--- src/rtl/muldiv_ctrl.sv ---
`default_nettype none
// ============================================================================
// Module      : muldiv_ctrl
// Description : Multi-cycle MULT/MULTU/DIV/DIVU sequencer owning HI/LO, with
//               MTHI/MTLO writes. Optional macro DIV_ZERO_SKIP_EN makes a zero
//               divisor complete immediately.
// Revision    : 1.0 - initial release
// ============================================================================
module muldiv_ctrl (
    input  logic        clk,
    input  logic        rst,
    input  logic        start,
    input  logic [1:0]  op,
    input  logic [31:0] operand_1,
    input  logic [31:0] operand_2,
    input  logic        flush,
    input  logic        hi_write_en,
    input  logic        lo_write_en,
    input  logic [31:0] write_data,
    output logic        stall_req,
    output logic        done,
    output logic [31:0] hi,
    output logic [31:0] lo
);

    localparam int DATA_BUS = 32;

    localparam logic [1:0] c_idle = 2'd0;
    localparam logic [1:0] c_mul  = 2'd1;
    localparam logic [1:0] c_div  = 2'd2;
    localparam logic [1:0] c_done = 2'd3;

    localparam logic [5:0] c_last_iter = 6'd31;

    logic [1:0]          r_state;
    logic [5:0]          r_count;
    logic [DATA_BUS-1:0] r_opa;     // multiplicand / dividend, becomes quotient
    logic [DATA_BUS-1:0] r_opb;     // multiplier / divisor magnitude
    logic [DATA_BUS-1:0] r_rem;
    logic                r_qsign;
    logic                r_rsign;

    logic                w_op1_neg;
    logic                w_op2_neg;
    logic [DATA_BUS-1:0] w_mag1;
    logic [DATA_BUS-1:0] w_mag2;
    logic [63:0]         w_product;
    logic [63:0]         w_product_fix;
    logic [DATA_BUS:0]   w_shift;
    logic                w_ge;
    logic [DATA_BUS-1:0] w_sub;
    logic [DATA_BUS-1:0] w_rem_next;
    logic [DATA_BUS-1:0] w_quot_next;
    logic [DATA_BUS-1:0] w_rem_fix;
    logic [DATA_BUS-1:0] w_quot_fix;
    logic                w_accept;

    // Signed ops run on magnitudes; signs are reapplied at commit.
    assign w_op1_neg = ~op[0] & operand_1[DATA_BUS-1];
    assign w_op2_neg = ~op[0] & operand_2[DATA_BUS-1];
    assign w_mag1    = w_op1_neg ? (~operand_1 + 32'd1) : operand_1;
    assign w_mag2    = w_op2_neg ? (~operand_2 + 32'd1) : operand_2;

    assign w_product     = {32'd0, r_opa} * {32'd0, r_opb};
    assign w_product_fix = r_qsign ? (~w_product + 64'd1) : w_product;

    // One restoring step; the subtract only matters when it fits in 32 bits.
    assign w_shift     = {r_rem, r_opa[DATA_BUS-1]};
    assign w_ge        = w_shift >= {1'b0, r_opb};
    assign w_sub       = w_shift[DATA_BUS-1:0] - r_opb;
    assign w_rem_next  = w_ge ? w_sub : w_shift[DATA_BUS-1:0];
    assign w_quot_next = {r_opa[DATA_BUS-2:0], w_ge};
    assign w_quot_fix  = r_qsign ? (~w_quot_next + 32'd1) : w_quot_next;
    assign w_rem_fix   = r_rsign ? (~w_rem_next + 32'd1) : w_rem_next;

    assign w_accept  = (r_state == c_idle) && start && !flush;
    assign stall_req = w_accept || (r_state == c_mul) || (r_state == c_div);
    assign done      = (r_state == c_done);

    always_ff @(posedge clk or posedge rst) begin
        if (rst) begin
            r_state <= c_idle;
            r_count <= '0;
            r_opa   <= '0;
            r_opb   <= '0;
            r_rem   <= '0;
            r_qsign <= 1'b0;
            r_rsign <= 1'b0;
            hi      <= '0;
            lo      <= '0;
        end else if (flush) begin
            r_state <= c_idle;
            r_count <= '0;
        end else begin
            case (r_state)
                c_idle: begin
                    if (start) begin
                        r_opa   <= w_mag1;
                        r_opb   <= w_mag2;
                        r_rem   <= '0;
                        r_qsign <= w_op1_neg ^ w_op2_neg;
                        r_rsign <= w_op1_neg;
                        r_count <= '0;
`ifdef DIV_ZERO_SKIP_EN
                        if (op[1] && (operand_2 == '0)) begin
                            hi      <= operand_1;
                            lo      <= '1;
                            r_state <= c_done;
                        end else begin
                            r_state <= op[1] ? c_div : c_mul;
                        end
`else
                        r_state <= op[1] ? c_div : c_mul;
`endif
                    end else begin
                        if (hi_write_en) hi <= write_data;
                        if (lo_write_en) lo <= write_data;
                    end
                end
                c_mul: begin
                    {hi, lo} <= w_product_fix;
                    r_state  <= c_done;
                end
                c_div: begin
                    r_opa <= w_quot_next;
                    r_rem <= w_rem_next;
                    if (r_count == c_last_iter) begin
                        hi      <= w_rem_fix;
                        lo      <= w_quot_fix;
                        r_count <= '0;
                        r_state <= c_done;
                    end else begin
                        r_count <= r_count + 6'd1;
                    end
                end
                default: r_state <= c_idle;
            endcase
        end
    end

endmodule
`default_nettype wire

--- config.mk ---
export PLATFORM = sky130hd
export DESIGN_NAME = muldiv_ctrl
export DESIGN_NICKNAME = d
export VERILOG_FILES = /design/src/rtl/muldiv_ctrl.sv
export SDC_FILE = /design/constraint.sdc
export NUM_CORES = 2
export LEC_CHECK = 0
export ABC_AREA = 1
export CORE_MARGIN = 4
export CORE_UTILIZATION = 65
export CTS_BUF_LIST = sky130_fd_sc_hd__clkbuf_4
export DETAILED_ROUTE_END_ITERATION = 8
export PLACE_DENSITY = 0.94
export SYNTH_ARGS = -nofsm -noshare
export SYNTH_HDL_FRONTEND = slang
export SYNTH_SLANG_ARGS = --single-unit
export TNS_END_PERCENT = 50
--- constraint.sdc ---
create_clock -name clk -period 22.9 [get_ports clk]
set_input_delay 4.58 -clock clk [delete_from_list [all_inputs] [get_ports clk]]
set_output_delay 4.58 -clock clk [all_outputs]
set_load 0.05 [all_outputs]
# == Word-level counts from Yosys, hierarchy flattened ==
# Index checks and enable logic that the tools add are counted.
# word_totals
wordCells,81
out_inout_bits,66
register_bits,170
# op_classes
n_mul,1
addsub,7
n_reduce_logical,15
bitwise,10
n_eq_ne,11
mux,27
order_cmp,1
# ops
operator,count
two-way mux 32 bit,13
one-hot mux 32 bit (3 select lines),2
adder 32 x 1 -> 32 bit (second input constant),4
NOT 32 bit,4
one-hot mux 32 bit (2 select lines),2
adder 64 x 1 -> 64 bit (second input constant),1
multiplier 32 x 32 -> 64 bit,1
two-way mux 64 bit,1
NOT 64 bit,1
greater-or-equal comparator 33 x 32 -> 1 bit,1
subtractor 32 bit,1
two-way mux 6 bit,3
one-hot mux 6 bit (2 select lines),1
AND reduction 5 bit,2
two-way mux 2 bit,4
inequality test 2 bit (second input constant),4
adder 6 x 1 -> 6 bit (second input constant),1
== test 6 x 5 -> 1 bit (second input constant),1
one-hot mux 2 bit (3 select lines),1
AND reduction 3 bit,2
nonzero test 3 bit,2
== test 2 bit (second input constant),2
AND reduction 2 bit,2
inequality test 3 x 2 -> 1 bit (second input constant),1
11 further kinds,15

# == Depth between registers and ports, before layout ==
# logic_depth
depth_word,7
ltp_mapped,44

# == Worst setup path after synthesis ==
# No wires, ideal clock.
# synth_timing
path_type,in2out
startpoint,input start
endpoint,output stall_req
t_arrival_ns,5.834
path_slack_ns,12.486
t_required_ns,18.320
path_stages,5
path_cell_list,nand2_1 -> nor2_1 -> clkinv_1 -> clkbuf_1 -> nand3_1
# synth_via
elab_chain_cells,4
# synth_lines
item,line_no,text
"start, declared",12,"input logic start,"
logical AND 1 bit (2 in a row),76,assign w_accept = (r_state == c_idle) && start && !flush;
logical OR 1 bit (2 in a row),77,assign stall_req = w_accept || (r_state == c_mul) || (r_state == c_div);
"end, declared",20,"output logic stall_req,"
# No other way between the ends.

# == Final worst setup path ==
# layout_timing
startpoint,input flush
endpoint,output stall_req
# layout_via
elab_chain_cells,4
# layout_lines
item,line_no,text
"start, declared",16,"input logic flush,"
zero test 1 bit,76,
logical AND 1 bit,76,
logical OR 1 bit (2 in a row),77,
# No other way between the ends.

==> impl_metrics.csv <==
group,metric,value,unit
drt,post_drt_wl_per_cell,20.3,um
worst_setup_path,r2r_start,"r_opa[22]$_DFFE_PP0P_",
logic_synthesis,ys_seq_elements,170,
timing,whs,0.513,ns
timing,drv_slew,0,
global_routing,antenna_found_initial,8,
clocking,htreeDepth,4,
worst_setup_path,crit_chain,"clkdlybuf4s50_1 > nor2_2 > buf_4 > clkinv_1 > buf_4 > nand3_1 > clkdlybuf4s50_1",
clocking,cts_resized,0,
placed_design,post-dp-hpwl,144000,um
logic_synthesis,synthMuxAreaShare,0.000379,
worst_setup_path,worstSetupEndpointType,"output pin",
timing,slew_headroom,0.251,
outcome,status,"finished, final reports clean",
global_routing,grt_first_pass_wirelength,283000,um
global_routing,grt_max_degree,95,
placed_design,routabilityCongestion,1.02,
clocking,cts.sinks,170,
logic_synthesis,synthXorXnorAreaFrac,0.00944,
worst_setup_path,worstPathRequired,18.32,ns
placed_design,port_buffers,169,
worst_setup_path,reg2reg_to,"hi[15]$_DFFE_PP0P_",
logic_synthesis,ys_async_sr_fraction,1.00,
timing,fin_crit,11.67,ns
floorplan,die_x,293,um
layout,syn_to_final_growth,4.96,%
timing,rsz0062_at_grt,"no",
drt,vias,51500,
drt,drc,0,
drt,firstDrtPassIters,9,
logic_synthesis,yosysWarnings,0,
layout,layout-drive-gt1-share,0.0287,
drt,wirelength,180000,um
logic_synthesis,synth_ff_type,"dfrtp_1",
logic_synthesis,syn-cell-area,52900,um2
drt,vias_per_cell,5.81,
layout,multiInputGateArea,39400,um2
timing,period_share,0.510,
logic_synthesis,synth_edf_count,0,
logic_synthesis,synth_common_cells,"2475 x nand2_1, 2092 x inv_1, 897 x fa_1",
drt,drtIter0Drc,6116,
timing,max_freq,0.0857,GHz
logic_synthesis,synth_cell_types,55,
floorplan,core_region_area,80500,um2
hold_path,hold_class,"reg2reg",
clocking,cts_hold_buf,0,
logic_synthesis,synth.top_cell.area_share,0.340,
logic_synthesis,synth-compound-area-share,0.0600,
layout,fillers,6316,
global_routing,grt_pass1_vias,54200,
drt,ant_nets,0,
logic_synthesis,yosys.area_share.simple,0.263,
floorplan,pin_count,170,
worst_setup_path,worst-r2r-cell-count,34,
layout,finalNetCount,9096,
logic_synthesis,synthTopCellsByArea,"fa_1 34%, nand2_1 18%, inv_1 15%",
worst_setup_path,r2r_setup_slack,13.36,ns
placed_design,place_area,55200,um2
timing,setup_viol,0,
worst_setup_path,path_class,"in2out",
logic_synthesis,ys_seq_area_frac,0.0805,
hold_path,worstHoldStart,"lo[19]$_DFFE_PP0P_",
clocking,path_clk_slew,0.19,ns
layout,utilization,0.689,
global_routing,grtUsageTotal,0.421,
clocking,cts_buffer_depth,2,
worst_setup_path,cp_max_fo,54,
floorplan,initial_core_util,0.656,
hold_path,worstHoldPathCells,2,
clocking,cts_tree,"built",
layout,postLayoutCellArea,55500,um2
clocking,ctsRootBufferMaster,"clkbuf_4",
clocking,clk_latency,0.73,ns
hold_path,hold_path_end,"lo[19]$_DFFE_PP0P_",
global_routing,grt_overflow,0,
floorplan,chipHeight,293,um
flow_run,cap_viol_max_count,0,
logic_synthesis,avgSynthCellArea,6.72,um2
clocking,post_cts_buffers,0,
worst_setup_path,cp.arrival,7.09,ns
logic_synthesis,yosysMostFrequentCell,"nand2_1",
timing,tns,0,ns
worst_setup_path,slowest_delay,0.81,ns
logic_synthesis,synth_area_leader_cell,"fa_1",
logic_synthesis,synth_adder_area_share,0.412,
layout,final-seq-area,4260,um2
timing,hold_viol,0,
logic_synthesis,synth_fp_nets,9174,
timing,fin_skew,0.0892,ns
timing,worstMarginPinSlew,1.12,ns
worst_setup_path,crit_path_top_delay_cell,"clkdlybuf4s50_1",
floorplan,die_area,86000,um2
clocking,cts_buffers,17,
logic_synthesis,synthCells,7867,
floorplan,rows,104,
worst_setup_path,cp-start-kind,"input port",
logic_synthesis,synth_top_family_by_area,"adder cells",
## how the worst max path moves through the flow
stage / start / to / slack (ns) / depth (start not counted)
after global placement: start / stall_req / 11.34 / 8
after floorplan: start / stall_req / 12.49 / 5
after detailed placement: flush / stall_req / 11.29 / 7
after CTS: flush / stall_req / 11.28 / 7
after global routing: start / stall_req / 11.18 / 8
final: flush / stall_req / 11.23 / 7
## per-stage QoR
step	instances	setup slack, ns
floorplan	7867	12.49
global placement	8830	11.34
detailed placement	8830	11.29
CTS	8862	11.28
global route	8866	11.18
finish	8869	11.23
## cells by family (layout without fill, tap and decap cells)
logic type,after synthesis,count (layout)
muxes,2,2
AOI/OAI and AO/OA,558,558
DFF,170,170
xor gates and xnor gates,57,57
and+or+nand+nor,3429,3429
other,0,7
adders and majority gates,1203,1203
buffers and inverters,2448,2383
## metal layers
metal / routed length, um / global-route usage / vias to the layer above / part of all wire
li1: - / - / 22700 / -
met1: 61400 / 0.508 / 24100 / 0.34
met2: 83000 / 0.685 / 3586 / 0.46
met3: 22400 / 0.104 / 1170 / 0.12
met4: 13500 / 0.254 / 2 / 0.075
met5: 13 / 0 / - / 0.000072
## cells in the final DEF, fill, tap and decap left out, drive strengths merged, types with 31 or more instances in the layout
| master | instances |
|---|---|
| fa | 897 |
| nor2 | 416 |
| clkdlybuf4s50 | 169 |
| nand2 | 2509 |
| xor2 | 36 |
| inv | 2103 |
| nand3 | 318 |
| a21oi | 194 |
| ha | 306 |
| nor3 | 63 |
| o22ai | 33 |
| or2 | 31 |
| o21ai | 224 |
| dfrtp | 170 |
| nand4 | 54 |
| buf | 84 |
## worst max-delay path, delay by kind of cell
| family | cells | cell delay (ns) |
|---|---|---|
| buffers and inverters | 5 | 2.13 |
| and+or+nand+nor | 2 | 0.30 |
## final cells by class
class,instances,area share
antenna,7,0.000316
clock inverter,15,0.00307
inverter,2098,0.142
sequential,170,0.0767
tap,1060,0.0239
clock buffer,17,0.00230
multi-input combinational,5249,0.710
timing repair buffer,253,0.0418
## sequential cells by signal, summed over array words and instances, names as in the netlist
name / count
lo: 32
r_rsign: 1
r_state: 2
r_qsign: 1
hi: 32
r_opa: 32
r_count: 6
r_opb: 32
r_rem: 32
Power is left out: the tool's default activity adds up to more than one toggle a clock period on the data nets, which glitch-free logic cannot reach.
